File: config.mk
export PLATFORM = sky130hd
export DESIGN_NAME = ext_int_source
export DESIGN_NICKNAME = d
export VERILOG_FILES = /design/src/rtl/ext_int_source.sv
export SDC_FILE = /design/constraint.sdc
export NUM_CORES = 1
export LEC_CHECK = 0
export BUFFER_PORTS_ARGS = -buffer_cell sky130_fd_sc_hd__buf_2
export CAP_MARGIN = 20
export CORE_ASPECT_RATIO = 2
export CORE_MARGIN = 10
export CORE_UTILIZATION = 23
export DETAILED_ROUTE_END_ITERATION = 7
export GPL_ROUTABILITY_DRIVEN = 0
export RECOVER_POWER = 50
export SLEW_MARGIN = 25
export SYNTH_ARGS = -nofsm -noshare
export SYNTH_HDL_FRONTEND = slang
export SYNTH_SLANG_ARGS = --single-unit
File: constraint.sdc
create_clock -name clk -period 2.3 [get_ports clk]
set_input_delay 0.46 -clock clk [delete_from_list [all_inputs] [get_ports clk]]
set_output_delay 0.46 -clock clk [all_outputs]
set_load 0.01 [all_outputs]
File: src/rtl/ext_int_source.sv
// ext_int_source: external interrupt generator for the mips system bench.
// A trigger raises `interrupt` after a programmable delay; the CPU clears it
// by writing ACK_ADDR through the bridge. Triggers arriving while busy queue
// up (up to 7) and replay with the most recent nonzero delay.
// Optional feature: define EXT_INT_TIMEOUT_EN to auto-release ASSERT after
// TIMEOUT cycles without an acknowledge (sets sticky timeout_err).
//
// state  | meaning
// IDLE   | nothing in flight, ready to accept a trigger
// WAIT   | counting down cnt before raising interrupt
// ASSERT | interrupt high, waiting for the acknowledge write
module ext_int_source #(
    parameter logic [31:0] ACK_ADDR = 32'h0000_7F20,
    parameter logic [15:0] TIMEOUT  = 16'd1000
) (
    input  logic        clk,
    input  logic        reset,
    input  logic        trigger,
    input  logic [15:0] delay,
    input  logic [31:0] int_addr,
    input  logic [3:0]  int_byteen,
    output logic        interrupt,
    output logic        busy,
    output logic [2:0]  pending,
    output logic [15:0] ack_count,
    output logic        stray_ack,
    output logic        timeout_err
);

    typedef enum logic [1:0] {
        ST_IDLE   = 2'd0,
        ST_WAIT   = 2'd1,
        ST_ASSERT = 2'd2
    } state_t;

    state_t      state_q, state_d;
    logic [15:0] cnt_q, cnt_d;
    logic [15:0] dly_reg;
    logic        ack;
    logic        pend_dec;
    logic        pend_inc;
    logic        count_ack;
    logic        tmo_hit;
    logic        unused_addr_bits;

    // Acknowledge decode: word-address match with any byte lane enabled.
    assign ack = (int_byteen != 4'b0000) && (int_addr[31:2] == ACK_ADDR[31:2]);
    assign unused_addr_bits = ^int_addr[1:0];

    // Triggers landing while a request is in flight go to the queue.
    assign pend_inc = trigger && (state_q != ST_IDLE);

    assign interrupt = (state_q == ST_ASSERT);
    assign busy      = (state_q != ST_IDLE);

`ifdef EXT_INT_TIMEOUT_EN
    logic [15:0] tmo_q;

    assign tmo_hit = (state_q == ST_ASSERT) && ((tmo_q + 16'd1) == TIMEOUT);

    // Cycle count since entering ASSERT; restarts on every fresh entry.
    always_ff @(posedge clk or posedge reset) begin
        if (reset) begin
            tmo_q <= 16'd0;
        end else if (state_q != ST_ASSERT) begin
            tmo_q <= 16'd0;
        end else begin
            tmo_q <= tmo_q + 16'd1;
        end
    end

    // Sticky flag: ASSERT released by the timer rather than by an ack.
    always_ff @(posedge clk or posedge reset) begin
        if (reset) begin
            timeout_err <= 1'b0;
        end else if (tmo_hit && !ack) begin
            timeout_err <= 1'b1;
        end
    end
`else
    assign tmo_hit     = 1'b0;
    assign timeout_err = 1'b0;
`endif

    // Next-state and countdown decode.
    always_comb begin
        state_d   = state_q;
        cnt_d     = cnt_q;
        pend_dec  = 1'b0;
        count_ack = 1'b0;
        case (state_q)
            ST_IDLE: begin
                if (trigger) begin
                    state_d = ST_WAIT;
                    cnt_d   = delay;
                end else if (pending != 3'd0) begin
                    state_d  = ST_WAIT;
                    cnt_d    = dly_reg;
                    pend_dec = 1'b1;
                end
            end
            ST_WAIT: begin
                if (cnt_q == 16'd0) begin
                    state_d = ST_ASSERT;
                end else begin
                    cnt_d = cnt_q - 16'd1;
                end
            end
            ST_ASSERT: begin
                count_ack = ack;
                if (ack || tmo_hit) begin
                    if (pending != 3'd0) begin
                        state_d  = ST_WAIT;
                        cnt_d    = dly_reg;
                        pend_dec = 1'b1;
                    end else begin
                        state_d = ST_IDLE;
                    end
                end
            end
            default: begin
                state_d = ST_IDLE;
            end
        endcase
    end

    // State register and countdown.
    always_ff @(posedge clk or posedge reset) begin
        if (reset) begin
            state_q <= ST_IDLE;
            cnt_q   <= 16'd0;
        end else begin
            state_q <= state_d;
            cnt_q   <= cnt_d;
        end
    end

    // Replay delay: only a nonzero delay replaces the stored value.
    always_ff @(posedge clk or posedge reset) begin
        if (reset) begin
            dly_reg <= 16'd0;
        end else if (trigger && (delay != 16'd0)) begin
            dly_reg <= delay;
        end
    end

    // Queue depth: a same-edge enqueue and dequeue cancel out.
    always_ff @(posedge clk or posedge reset) begin
        if (reset) begin
            pending <= 3'd0;
        end else if (pend_dec && pend_inc) begin
            pending <= pending;
        end else if (pend_dec) begin
            pending <= pending - 3'd1;
        end else if (pend_inc && (pending != 3'd7)) begin
            pending <= pending + 3'd1;
        end
    end

    // Accepted-acknowledge counter (wraps) and sticky stray-ack flag.
    always_ff @(posedge clk or posedge reset) begin
        if (reset) begin
            ack_count <= 16'd0;
            stray_ack <= 1'b0;
        end else begin
            if (count_ack) begin
                ack_count <= ack_count + 16'd1;
            end
            if (ack && (state_q != ST_ASSERT)) begin
                stray_ack <= 1'b1;
            end
        end
    end

endmodule
# --- Word level (Yosys, flattened, before mapping) ---
# Cells that the tools add are included.
op_classes:
  n_addsub: 4
  n_mul: 0
  div: 0
  magnitude_cmp: 0
  eq_ne: 9
  shifts: 0
  n_mux: 18
  bitwise_logic: 1
  reduce_logical: 17
ops:
  columns: ["cell", "count"]
  rows:
  - ["2-to-1 mux 16 bit", 4]
  - ["case mux 16 bit (3 select lines)", 1]
  - ["equality test 30 x 13 -> 1 bit, second input constant", 1]
  - ["adder 16 x 1 -> 16 bit, second input constant", 1]
  - ["zero test 16 bit", 1]
  - ["nonzero test 16 bit", 1]
  - ["subtractor 16 x 1 -> 16 bit, second input constant", 1]
  - ["2-to-1 mux 2 bit", 4]
  - ["logical AND 1 bit", 6]
  - ["2-to-1 mux 3 bit", 2]
  - ["!= test 2 bit, second input constant", 3]
  - ["!= test 3 bit, second input constant", 2]
  - ["case mux 2 bit (3 select lines)", 1]
  - ["AND reduction 3 bit", 2]
  - ["nonzero test 3 bit", 2]
  - ["2-to-1 mux 1 bit", 5]
  - ["nonzero test 2 bit", 2]
  - ["nonzero test 4 bit", 1]
  - ["adder 3 x 1 -> 3 bit, second input constant", 1]
  - ["subtractor 3 x 1 -> 3 bit, second input constant", 1]
  - ["equality test 2 x 1 -> 1 bit, second input constant", 1]
  - ["equality test 2 bit, second input constant", 1]
  - ["zero test 2 bit", 1]
  - ["!= test 2 x 1 -> 1 bit, second input constant", 1]
  - ["other kinds (3)", 3]
totals:
  ff_bits: 54
  latchBits: 0
  ramBits: 0
  rom_bits: 0
  memories: 0

# --- Longest topological paths before layout ---
# Gate-level depths: netlist (run 1).
logic_depth:
  depth_word: 7
  ltp_mapped: 11
  ltp_nobuf: 10

# --- Least setup slack after synthesis (run 1) ---
# OpenSTA, ideal clock, no wires.
synth_path:
  path_type: "input to register"
  startpoint: "input int_addr[18]"
  endpoint: "register pending[2]"
  t_arrival_ns: 2.696
  path_slack_ns: -0.490
  cell_stages: 9
  n_path_buf: 0
  cell_sequence: "nor4_2 nand3_1 or3_4 nor2_1 o21ai_0 fa_1 a22o_1 a311o_1 a211oi_1"
synth_via:
  elab_chain_cells: 7
  elab_cells_between_ends: 9
  cone_classes: "eq/ne (1); mux (3); bitwise (1); reduce/logical (4)"
synth_rtl:
  columns: ["item", "line", "rtl"]
  rows:
  - ["start: declaration", "20", "input logic [31:0] int_addr,"]
  - ["equality test 30 x 13 -> 1 bit (*)", "47", "assign ack = (int_byteen != 4'b0000) && (int_addr[31:2] == ACK_ADDR[31:2]);"]
  - ["logical AND 1 bit (*)", "47", null]
  - ["2-to-1 mux 1 bit (*)", "111", "if (ack || tmo_hit) begin"]
  - ["case mux 1 bit (2 select lines) (*)", "91", "case (state_q)"]
  - ["logical AND 1 bit", "151", "end else if (pend_dec && pend_inc) begin"]
  - ["NOT 1 bit (no source line)", null, null]
  - ["AND reduction 2 bit (no source line)", null, null]
  - ["end signal: assignment", "152", "pending <= pending;"]
  - ["end signal: assignment", "154", "pending <= pending - 3'd1;"]
  - ["end signal: assignment", "156", "pending <= pending + 3'd1;"]
  - ["end: declaration", "24", "output logic [2:0] pending,"]
# Mark *: on every way between the ends. The rest lies on a longest branch, timed or not.
# A chain may end at the register's enable or synchronous reset.

# --- Worst setup path in the final report (run 1) ---
layout_path:
  startpoint: "input int_addr[17]"
  endpoint: "register pending[2]"
# Same word-level chain as after synthesis.

==> results of run 1 <==
-- worst min-delay path by stage --
stage / cells after the start / slack (ns) / end / start
final: 3 / 0.38 / dly_reg[6] / delay[6]
after global routing: 3 / 0.40 / dly_reg[1] / delay[1]
after CTS: 3 / 0.21 / ack_count[8] / reset
after detailed placement: 1 / 0.46 / ack_count[15] / ack_count[15]
after global placement: 1 / 0.46 / ack_count[15] / ack_count[15]
after floorplan: 2 / 0.44 / dly_reg[10] / dly_reg[10]
-- routing by layer --
| metal | vias up | global-route usage (%) |
|---|---|---|
| li1 | 1652 | - |
| met2 | 95 | 22.4 |
| met3 | 25 | 2.45 |
| met1 | 1689 | 10.8 |
| met4 | 2 | 4.61 |
| met5 | - | 0 |
-- layout make-up --
cell class              count  area share, %
multi-input cells         311           44.6
inverters                  18           1.45
flip-flops and latches     54           29.0
clock buffers               7           3.07
repair buffers            120           16.4
well taps                 195           5.24
clock inverters             1          0.188
-- what timing repair did --
action / 4_1_cts / 5_1_grt
endpoints found under the setup margin: 9 / 24
buffers inserted: 2 / 6
pin swaps: 12 / 7
resized for setup: 7 / 10
hold buffers: 0 / 0
-- through the flow --
| stage | hold slack (ns) | cells | TNS (ns) |
|---|---|---|---|
| after global routing | 0.396 | 706 | -0.525 |
| after detailed placement | 0.458 | 693 | -8.41 |
| final | 0.382 | 706 | -0.207 |
| after global placement | 0.458 | 693 | -9.10 |
| after CTS | 0.213 | 703 | -0.507 |
| after floorplan | 0.438 | 403 | -0.574 |
-- critical path: stages --
cell      delay [ns]
buf_2           0.09
and4bb_1        0.24
nand3_1         0.16
or3_4           0.44
nor2_4          0.11
o21ai_2         0.06
fa_2            0.37
a22o_1          0.26
a311o_1         0.29
a211oi_2        0.18
-- cells by family (layout without fill, tap and decap cells) --
family	Yosys count	after routing
buf+inv	38	146
mux	22	22
other cells	1	1
fa+ha+maj	8	8
flops	54	54
simple gates	166	166
compound gates	92	92
xor+xnor	22	22
-- placed cells by master, fill, tap and decap left out, types with 6 or more instances in the layout --
| cell | count |
|---|---|
| a21oi_1 | 14 |
| buf_2 | 63 |
| xor2_1 | 7 |
| xnor2_1 | 15 |
| mux2_2 | 7 |
| o22ai_1 | 7 |
| nand2_1 | 82 |
| ha_1 | 7 |
| nor3_1 | 6 |
| inv_1 | 17 |
| mux2i_1 | 15 |
| dfrtp_1 | 54 |
| o21ai_0 | 21 |
| nand3_1 | 11 |
| clkbuf_1 | 10 |
| buf_4 | 39 |
| nor2_1 | 24 |
-- power by group through the flow --
| stage | Clock [mW] | Sequential (mW) | Combinational, mW |
|---|---|---|---|
| 6_report | 0.815 | 1.42 | 2.12 |
| 5_1_grt | 0.867 | 1.46 | 2.35 |
| 4_1_cts | 0.833 | 1.42 | 2.11 |
| 3_5_place_dp | 0 | 1.44 | 2.10 |
| 3_3_place_gp | 0 | 1.42 | 2.04 |
| 2_1_floorplan | 0 | 1.34 | 1.45 |
==> results_dict.tcl, run 1 <==
set metrics [dict create \
    seq_power_share_pct 32.7 \
    power.density_nw_per_um2 938 \
    yosys.area_share.xor_xnor_pct 5.49 \
    cts.sinks 54 \
    vias 3463 \
    clock-skew-final_ns 0.0117 \
    p_int_mw 2.55 \
    worst_slew_pin_slew_ns 1.43 \
    highest_layer "met5" \
    met3WireLength_microns 590 \
    synth_area_sq_um 3510 \
    cts.path.max_buffers 2 \
    area_added_between_synthesis_and_finish_pct 32.5 \
    finalCoreUtilization_pct 31.2 \
    combinationalPowerShare_pct 48.7 \
    worstPathMaxFanout 4 \
    worstPathRequired_ns 2.52 \
    synth_most_common_cell "nand2_1" \
    synth_mux_area_share_pct 6.52 \
    yosysSeqAreaShare_pct 38.5 \
    die_h_microns 195 \
    synth.ff_latch_count 54 \
    dpl-instance-area_sq_um 4410 \
    route.antenna.remaining_nets 0 \
    synthDominantCellAreaShare_pct 38.5 \
    yosys.area_share.simple_pct 23.9 \
    synth_enable_flop_cells 0 \
    cp-start-kind "primary input" \
    post_synth_inst_count 403 \
    synth_top_cells_by_area "dfrtp_1, nand2_1, mux2i_1, xnor2_1, o21ai_0" \
    post-route-min-period_ns 2.44 \
    port_buffers 74 \
    endpoint "pending[2]" \
    synth_compound_area_share_pct 17.6 \
    r2r_startpoint "state_q[0]" \
    timing.critical_path.to_type "register" \
    ys_async_sr_fraction_pct 100 \
    final-max-slew-violation-count 0 \
    finalPower_mw 4.36 \
    clkTransAtPathRegs_ns 0.08 \
    post-synth-top-area-cell "dfrtp_1" \
    grt_setup_unrepaired "yes" \
    final.period_utilization_pct 106 \
    core_area_sq_um 14900 \
    pre_cts_ws_ns -0.790 \
    first_global_vias 3664 \
    gr-total-overflow 0 \
    dominant_register_cell_in_the_synthesized_netlist "dfrtp_1" \
    setup.reg_to_reg.worst_slack_ns 0.04 \
    max_cap_violations 0 \
    detailedPlacementHpwl_microns 9240 \
    r2r.worst_path.cells 10 \
    maximum_number_of_pins_on_one_net_before_global_route_repair 55 \
    status "finished, violations left" \
    synth_fa_ha_area_share_pct 3.07 \
    route.detailed.drc 0 \
    crit_start "int_addr[17]" \
    r2r_end "pending[0]" \
    fillers 1574 \
    wl_met2_microns 7010 \
    wl_per_cell_microns 16.9 \
    post_synth.cell_area_avg_sq_um 8.71 \
    drt_iter0_markers 162 \
    grtUsageTotal_pct 11.4 \
    clock_power_share_pct 18.7 \
    drive_above_1_share_pct 29.2 \
    timing.hold.worst.class "in -> reg" \
    cts_made_buffers 5 \
    post_synth_most_frequent_cells "nand2_1, dfrtp_1, nor2_1, o21ai_0, inv_1" \
    detail_route.first_pass.iterations 4 \
    dieWidth_microns 107 \
    slew-limit-headroom_pct 4.60 \
    boundaryPins 78 \
    power.net_switching_mw 1.81 \
    failed_checks "setup timing" \
    diodes 0 \
    ir_worst_vdd_v 0.000396 \
    cts_tree "done" \
    syn-num-nets 466 \
    post_layout_nets 573 \
    combinational_family_with_the_most_area_after_synthesis "simple AND/OR/NAND/NOR gates" \
    fp-row-count 63 \
    crit_type "in -> reg" \
    seqCellArea_sq_um 1350 \
    data_arrival_time_of_the_critical_path_ns 2.66 \
    report.final.hold_viol_count 0 \
    synth.yosys.warnings 0 \
    route.final.wire_length_microns 11900 \
    design.die.area_sq_um 20900 \
    grt_antenna_before_repair 1 \
    netSwitchingFraction_pct 41.5 \
    clock_tree.root_cell "clkbuf_16" \
    max_freq_ghz 0.410 \
    wl_met1_microns 3980 \
    number_of_distinct_library_cell_variants_in_the_gate_level_netlist_after_synthesis 64 \
    cts_max_level 2 \
    route.detailed.vias_per_inst 4.91 \
    postLayoutSetupSlackWorst_ns -0.139 \
    cellLeakagePower_nw 2.20 \
    clkLatencyLatePin_ns 0.31 \
    start_util_pct 23.6 \
    layout.cell_area.non_filler_sq_um 4650 \
    multi_input_comb_area_sq_um 2070 \
    report.final.setup_viol 2 \
    wire_length_of_the_first_global_routing_pass_microns 19300 \
]
(Power assumes the default switching activity.)
==> inputs of run 2 (changes only) <==
--- a/config.mk
+++ b/config.mk
@@ -5,11 +5,13 @@
 export SDC_FILE = /design/constraint.sdc
 export NUM_CORES = 1
 export LEC_CHECK = 0
+export ABC_AREA = 1
 export BUFFER_PORTS_ARGS = -buffer_cell sky130_fd_sc_hd__buf_2
 export CAP_MARGIN = 20
 export CORE_ASPECT_RATIO = 2
 export CORE_MARGIN = 10
 export CORE_UTILIZATION = 23
+export CTS_CLUSTER_SIZE = 28
 export DETAILED_ROUTE_END_ITERATION = 7
 export GPL_ROUTABILITY_DRIVEN = 0
 export RECOVER_POWER = 50
==> results_dict.tcl, run 2 <==
set metrics [dict create \
    status "finished, final reports clean" \
    gr-total-overflow 0 \
    ctsHoldBuffers 0 \
    timing.critical_path.slowest_cell_delay_ns 0.42 \
    clock_power_share_pct 19.1 \
    yosysSeqAreaShare_pct 37.1 \
    power.density_nw_per_um2 1030 \
    cts_tree "done" \
    layout.cells.most_common_list "nand2_1, buf_2, o21ai_0" \
    report.final.setup_viol 0 \
    timing.hold.worst.class "in -> reg" \
    synthDominantCellAreaShare_pct 37.1 \
    route.final.wire_length_microns 11400 \
    post_layout_nets 661 \
    die_h_microns 198 \
    ir_worst_vdd_v 0.000306 \
    synth_area_sq_um 3650 \
    route.detailed.drc 0 \
    setup-tns-final_ns 0 \
    wire_length_of_the_first_global_routing_pass_microns 18200 \
    cts_max_level 2 \
    grt_setup_unrepaired "no" \
    worstPathMaxFanout 4 \
    crit_type "reg -> reg" \
    worst_slew_pin_slew_ns 1.46 \
    cp_cell_sequence "inv_1 -> ha_1 -> inv_1 -> nor3_2 -> inv_1 -> nand2_1 -> inv_1 -> fa_1 -> nand3_1 -> nand2_1 -> inv_1 -> nand2_1 -> nand2_1 -> nand2_1" \
    numPlacedInstances 792 \
    timing.critical_path.to_type "register" \
    slew-limit-headroom_pct 2.45 \
    worst_path_max_delay_cell "dfrtp_1" \
    layout.cells.most_common "nand2_1" \
    netSwitchingFraction_pct 45.4 \
    final-instance-count-excl-fill 800 \
    dieWidth_microns 109 \
    clkLatencyLatePin_ns 0.30 \
    synth_top_cells_by_area "dfrtp_1, nand2_1, o21ai_0, inv_1, nand3_1" \
    synth_enable_flop_cells 0 \
    cts.path.max_buffers 2 \
    post-route-min-period_ns 1.99 \
    post_synth.cell_area_avg_sq_um 7.05 \
    fp-row-count 65 \
    synth.ff_latch_count 54 \
    maximum_number_of_pins_on_one_net_before_global_route_repair 55 \
    max_cap_violations 0 \
    clock-skew-final_ns 0.00757 \
    combinationalPowerShare_pct 50.9 \
    worstPathRequired_ns 2.50 \
    synth.yosys.warnings 0 \
    area_added_between_synthesis_and_finish_pct 22.3 \
    route.detailed.vias_per_inst 4.56 \
    cellLeakagePower_nw 2.26 \
    layout.cell_area.non_filler_sq_um 4460 \
    worst_hold_slack_ns 0.413 \
    final-max-slew-violation-count 0 \
    cts.sinks 54 \
    p_int_mw 2.50 \
    post-synth-top-area-cell "dfrtp_1" \
    power.net_switching_mw 2.08 \
    number_of_distinct_library_cell_variants_in_the_gate_level_netlist_after_synthesis 42 \
    ys_async_sr_fraction_pct 100 \
    clkTransAtPathRegs_ns 0.07 \
    seq_power_share_pct 30.0 \
    start_util_pct 23.2 \
    cts_made_buffers 5 \
    detail_route.first_pass.iterations 4 \
    wl_per_cell_microns 14.3 \
    final.period_utilization_pct 86.6 \
    diodes 0 \
    design.die.area_sq_um 21600 \
    clock_tree.root_cell "clkbuf_16" \
    dpl-instance-area_sq_um 4310 \
    grt_antenna_before_repair 0 \
    finalCoreUtilization_pct 28.4 \
    data_arrival_time_of_the_critical_path_ns 2.19 \
    drive_above_1_share_pct 19.4 \
    port_buffers 74 \
    core_area_sq_um 15700 \
    drt_iter0_markers 164 \
    first_global_vias 3671 \
    syn-num-nets 580 \
    grtUsageTotal_pct 10.6 \
    vias 3649 \
    synth_most_common_cell "nand2_1" \
    cp-start-kind "register" \
    detailedPlacementHpwl_microns 8800 \
    route.antenna.remaining_nets 0 \
    max_freq_ghz 0.502 \
    post_synth_inst_count 517 \
    report.final.hold_viol_count 0 \
    boundaryPins 78 \
    post_synth_most_frequent_cells "nand2_1, o21ai_0, inv_1, dfrtp_1, nor2_1" \
    dominant_register_cell_in_the_synthesized_netlist "dfrtp_1" \
]
## run 2: critical path: cells and delay by family (launching register included)
family	cells	cell delay, ns
buffers and inverters	5	0.38
and+or+nand+nor	7	0.53
DFF	1	0.42
adders and majority gates	2	0.57
## run 2: layout make-up
class	count	area [sq um]
tap	201	251
clock buffer	7	133
fill	1728	11200
sequential	54	1350
timing repair buffer	89	475
clock inverter	1	30.0
inverter	68	258
multi-input combinational	380	1960
## run 2: logic make-up after synthesis
kind of cell | after synthesis | synth area share (%)
AO/OA/AOI/OAI | 108 | 17.0
XOR/XNOR | 14 | 3.36
adder cells (fa/ha/maj) | 8 | 2.95
buffers and inverters | 83 | 9.27
flip-flops | 54 | 37.1
other | 1 | 0.103
AND/OR/NAND/NOR | 249 | 30.3
## run 2: path summary, 6_finish.rpt
kind / from / endpoint / slack, ns / cells after the start
worst min register to register: stray_ack / stray_ack / 0.48 / 1
worst max-delay path: state_q[0] / pending[2] / 0.31 / 14
worst min-delay path: delay[1] / dly_reg[1] / 0.41 / 3
min in group asynchronous: reset / ack_count[10] / 0.64 / 3
worst max register to register: state_q[0] / pending[2] / 0.31 / 14
max in group asynchronous: reset / cnt_q[2] / 0.77 / 3
## run 2: layer usage
metal  part of all wire (%)  vias up  global-route usage, %
met3                    5.7       22                   1.47
li1                       -     1841                      -
met2                     56       95                   20.9
met1                     34     1691                   9.81
met4                    4.0        0                   5.99
met5                      0        -                      0
## run 2: repair_timing
action | in CTS | in global routing
buffers inserted | 0 | 0
setup endpoints to repair | 0 | 1
resized for setup | 0 | 1
## run 2: metrics by stage
stage	power (mW)	setup slack, ns
6_report	4.58	0.308
4_1_cts	4.62	0.252
2_1_floorplan	3.00	0.0647
3_3_place_gp	3.69	0.131
5_1_grt	4.98	0.0412
3_5_place_dp	3.73	0.113
## run 2: power by group through the flow
stage | registers [mW] | clock network [mW] | logic (mW)
6_report | 1.37 | 0.873 | 2.33
3_5_place_dp | 1.39 | 0 | 2.34
4_1_cts | 1.38 | 0.896 | 2.34
5_1_grt | 1.40 | 0.927 | 2.66
3_3_place_gp | 1.39 | 0 | 2.30
2_1_floorplan | 1.34 | 0 | 1.67
==> inputs of run 3 (changes only) <==
--- a/config.mk
+++ b/config.mk
@@ -6,14 +6,18 @@
 export NUM_CORES = 1
 export LEC_CHECK = 0
 export ABC_AREA = 1
+export ABC_CLOCK_PERIOD_IN_PS = 2100
 export BUFFER_PORTS_ARGS = -buffer_cell sky130_fd_sc_hd__buf_2
 export CAP_MARGIN = 20
+export CELL_PAD_IN_SITES_DETAIL_PLACEMENT = 0
+export CELL_PAD_IN_SITES_GLOBAL_PLACEMENT = 1
 export CORE_ASPECT_RATIO = 2
 export CORE_MARGIN = 10
 export CORE_UTILIZATION = 23
 export CTS_CLUSTER_SIZE = 28
 export DETAILED_ROUTE_END_ITERATION = 7
 export GPL_ROUTABILITY_DRIVEN = 0
+export PLACE_DENSITY_LB_ADDON = 0.1
 export RECOVER_POWER = 50
 export SLEW_MARGIN = 25
 export SYNTH_ARGS = -nofsm -noshare
==> constraint.sdc (replaced) <==
create_clock -name clk -period 2.1 [get_ports clk]
set_input_delay 0.42 -clock clk [delete_from_list [all_inputs] [get_ports clk]]
set_output_delay 0.42 -clock clk [all_outputs]
set_load 0.01 [all_outputs]
==> results_dict.tcl, run 3 (same netlist as run 2, synthesis figures left out) <==
set metrics [dict create \
    status "finished, violations left" \
    failed_checks "capacitance limit" \
    worst_slew_pin_slew_ns 1.50 \
    drt_iter0_markers 143 \
    pre_cts_ws_ns -0.146 \
    drive_above_1_share_pct 21.3 \
    postLayoutSetupSlackWorst_ns 0.176 \
    cts_tree "done" \
    cp-start-kind "register" \
    layout.cells.most_common_list "nand2_1, o21ai_0, buf_2" \
    start_util_pct 23.2 \
    grt_antenna_before_repair 0 \
    wl_per_cell_microns 16.8 \
    area_added_between_synthesis_and_finish_pct 26.2 \
    route.detailed.drc 0 \
    grt_setup_unrepaired "no" \
    max_freq_ghz 0.520 \
    finalCoreUtilization_pct 29.3 \
    post-route-min-period_ns 1.92 \
    die_h_microns 198 \
    detailedPlacementHpwl_microns 10600 \
    ir_worst_vdd_v 0.000446 \
    timing.hold.worst.class "in -> reg" \
    core_area_sq_um 15700 \
    final-max-slew-violation-count 0 \
    diodes 0 \
    port_buffers 74 \
    worstPathRequired_ns 2.29 \
    finalPower_mw 5.32 \
    timing.critical_path.to_type "register" \
    cts_made_buffers 5 \
    gr-total-overflow 0 \
    design.die.area_sq_um 21600 \
    final.period_utilization_pct 91.6 \
    cellLeakagePower_nw 2.31 \
    clkTransAtPathRegs_ns 0.09 \
    report.final.hold_viol_count 0 \
    route.detailed.vias_per_inst 4.62 \
    layout.cells.most_common "nand2_1" \
    route.final.wire_length_microns 13800 \
    route.antenna.remaining_nets 0 \
    post_layout_nets 681 \
    max_cap_violations 1 \
    cts.path.max_buffers 2 \
    data_arrival_time_of_the_critical_path_ns 2.11 \
    wire_length_of_the_first_global_routing_pass_microns 21300 \
    fp-row-count 65 \
    vias 3785 \
    maximum_number_of_pins_on_one_net_before_global_route_repair 55 \
    cts.sinks 54 \
    clock-skew-final_ns 0.0126 \
    power.density_nw_per_um2 1160 \
    detail_route.first_pass.iterations 4 \
    boundaryPins 78 \
    first_global_vias 3897 \
    crit_type "reg -> reg" \
    grtUsageTotal_pct 12.9 \
    dieWidth_microns 109 \
    clock_tree.root_cell "clkbuf_16" \
    report.final.setup_viol 0 \
    cts_max_level 2 \
    worstPathMaxFanout 33 \
    clkLatencyLatePin_ns 0.31 \
    slew-limit-headroom_pct 0.257 \
]
==> run 3: changes by cell type in the layout (fill, tap and decap cells not counted), moves of 2 or more <==
| cell | previous run | this run |
|---|---|---|
| buf_2 | 73 | 64 |
| buf_4 | 13 | 34 |
| ha_1 | 7 | 5 |
| clkbuf_1 | 4 | 11 |
| ha_2 | 0 | 2 |
| inv_2 | 1 | 3 |
| inv_1 | 65 | 63 |
==> run 3: what timing repair did <==
item                                    CTS  global route
endpoints found under the setup margin    0             1
hold buffers                              0             0
buffers inserted                          0             2
gates resized for setup                   0             3
==> run 3: final cells by class <==
type / instances / area (sq um)
Multi-Input combinational cell: 380 / 1960
Clock buffer: 6 / 129
Clock inverter: 2 / 37.5
Fill cell: 1738 / 11100
Sequential cell: 54 / 1350
Timing Repair Buffer: 109 / 618
Tap cell: 201 / 251
Inverter: 68 / 258
==> run 3: where the power goes <==
part           leakage (nW)  total (mW)  switching (mW)  internal [mW]
Combinational          1.56        2.82            1.80           1.02
Sequential            0.671        1.50           0.221           1.27
Clock                0.0771        1.00           0.435          0.566
Total                  2.31        5.32            2.46           2.86
==> run 3: path summary, 6_finish.rpt <==
check | startpoint | end | slack (ns) | depth (start not counted)
max | pending[0] | cnt_q[5] | 0.18 | 8
min | delay[9] | dly_reg[9] | 0.37 | 3
max reg2reg | pending[0] | cnt_q[5] | 0.18 | 8
min reg2reg | stray_ack | stray_ack | 0.48 | 1
max in group asynchronous | reset | pending[1] | 0.57 | 3
min in group asynchronous | reset | ack_count[4] | 0.61 | 3
==> run 3: metal layers <==
| metal | vias to the layer above | global-route usage (%) | share of wire, % |
|---|---|---|---|
| met5 | - | 0 | 0 |
| met4 | 0 | 4.27 | 2.0 |
| met3 | 10 | 1.92 | 4.5 |
| met2 | 81 | 26.1 | 58 |
| met1 | 1808 | 12.4 | 36 |
| li1 | 1886 | - | - |
==> run 3: metrics by stage <==
| step | TNS [ns] | instances | hold WS, ns | area (sq um) |
|---|---|---|---|---|
| global route | 0 | 820 | 0.400 | 4600 |
| detailed placement | -0.146 | 810 | 0.457 | 4450 |
| CTS | 0 | 818 | 0.189 | 4620 |
| global placement | -0.101 | 810 | 0.455 | 4450 |
| finish | 0 | 820 | 0.373 | 4600 |
| floorplan | 0 | 517 | 0.477 | 3650 |
==> run 3: worst max-delay path, cell delays in order, from the launching register on <==
cell	delay [ns]
dfrtp_1	0.38
inv_1	0.11
nand3_1	0.12
buf_4	0.37
nand2_1	0.21
o21ai_0	0.15
o21ai_0	0.11
o21ai_0	0.26
o21ai_2	0.09
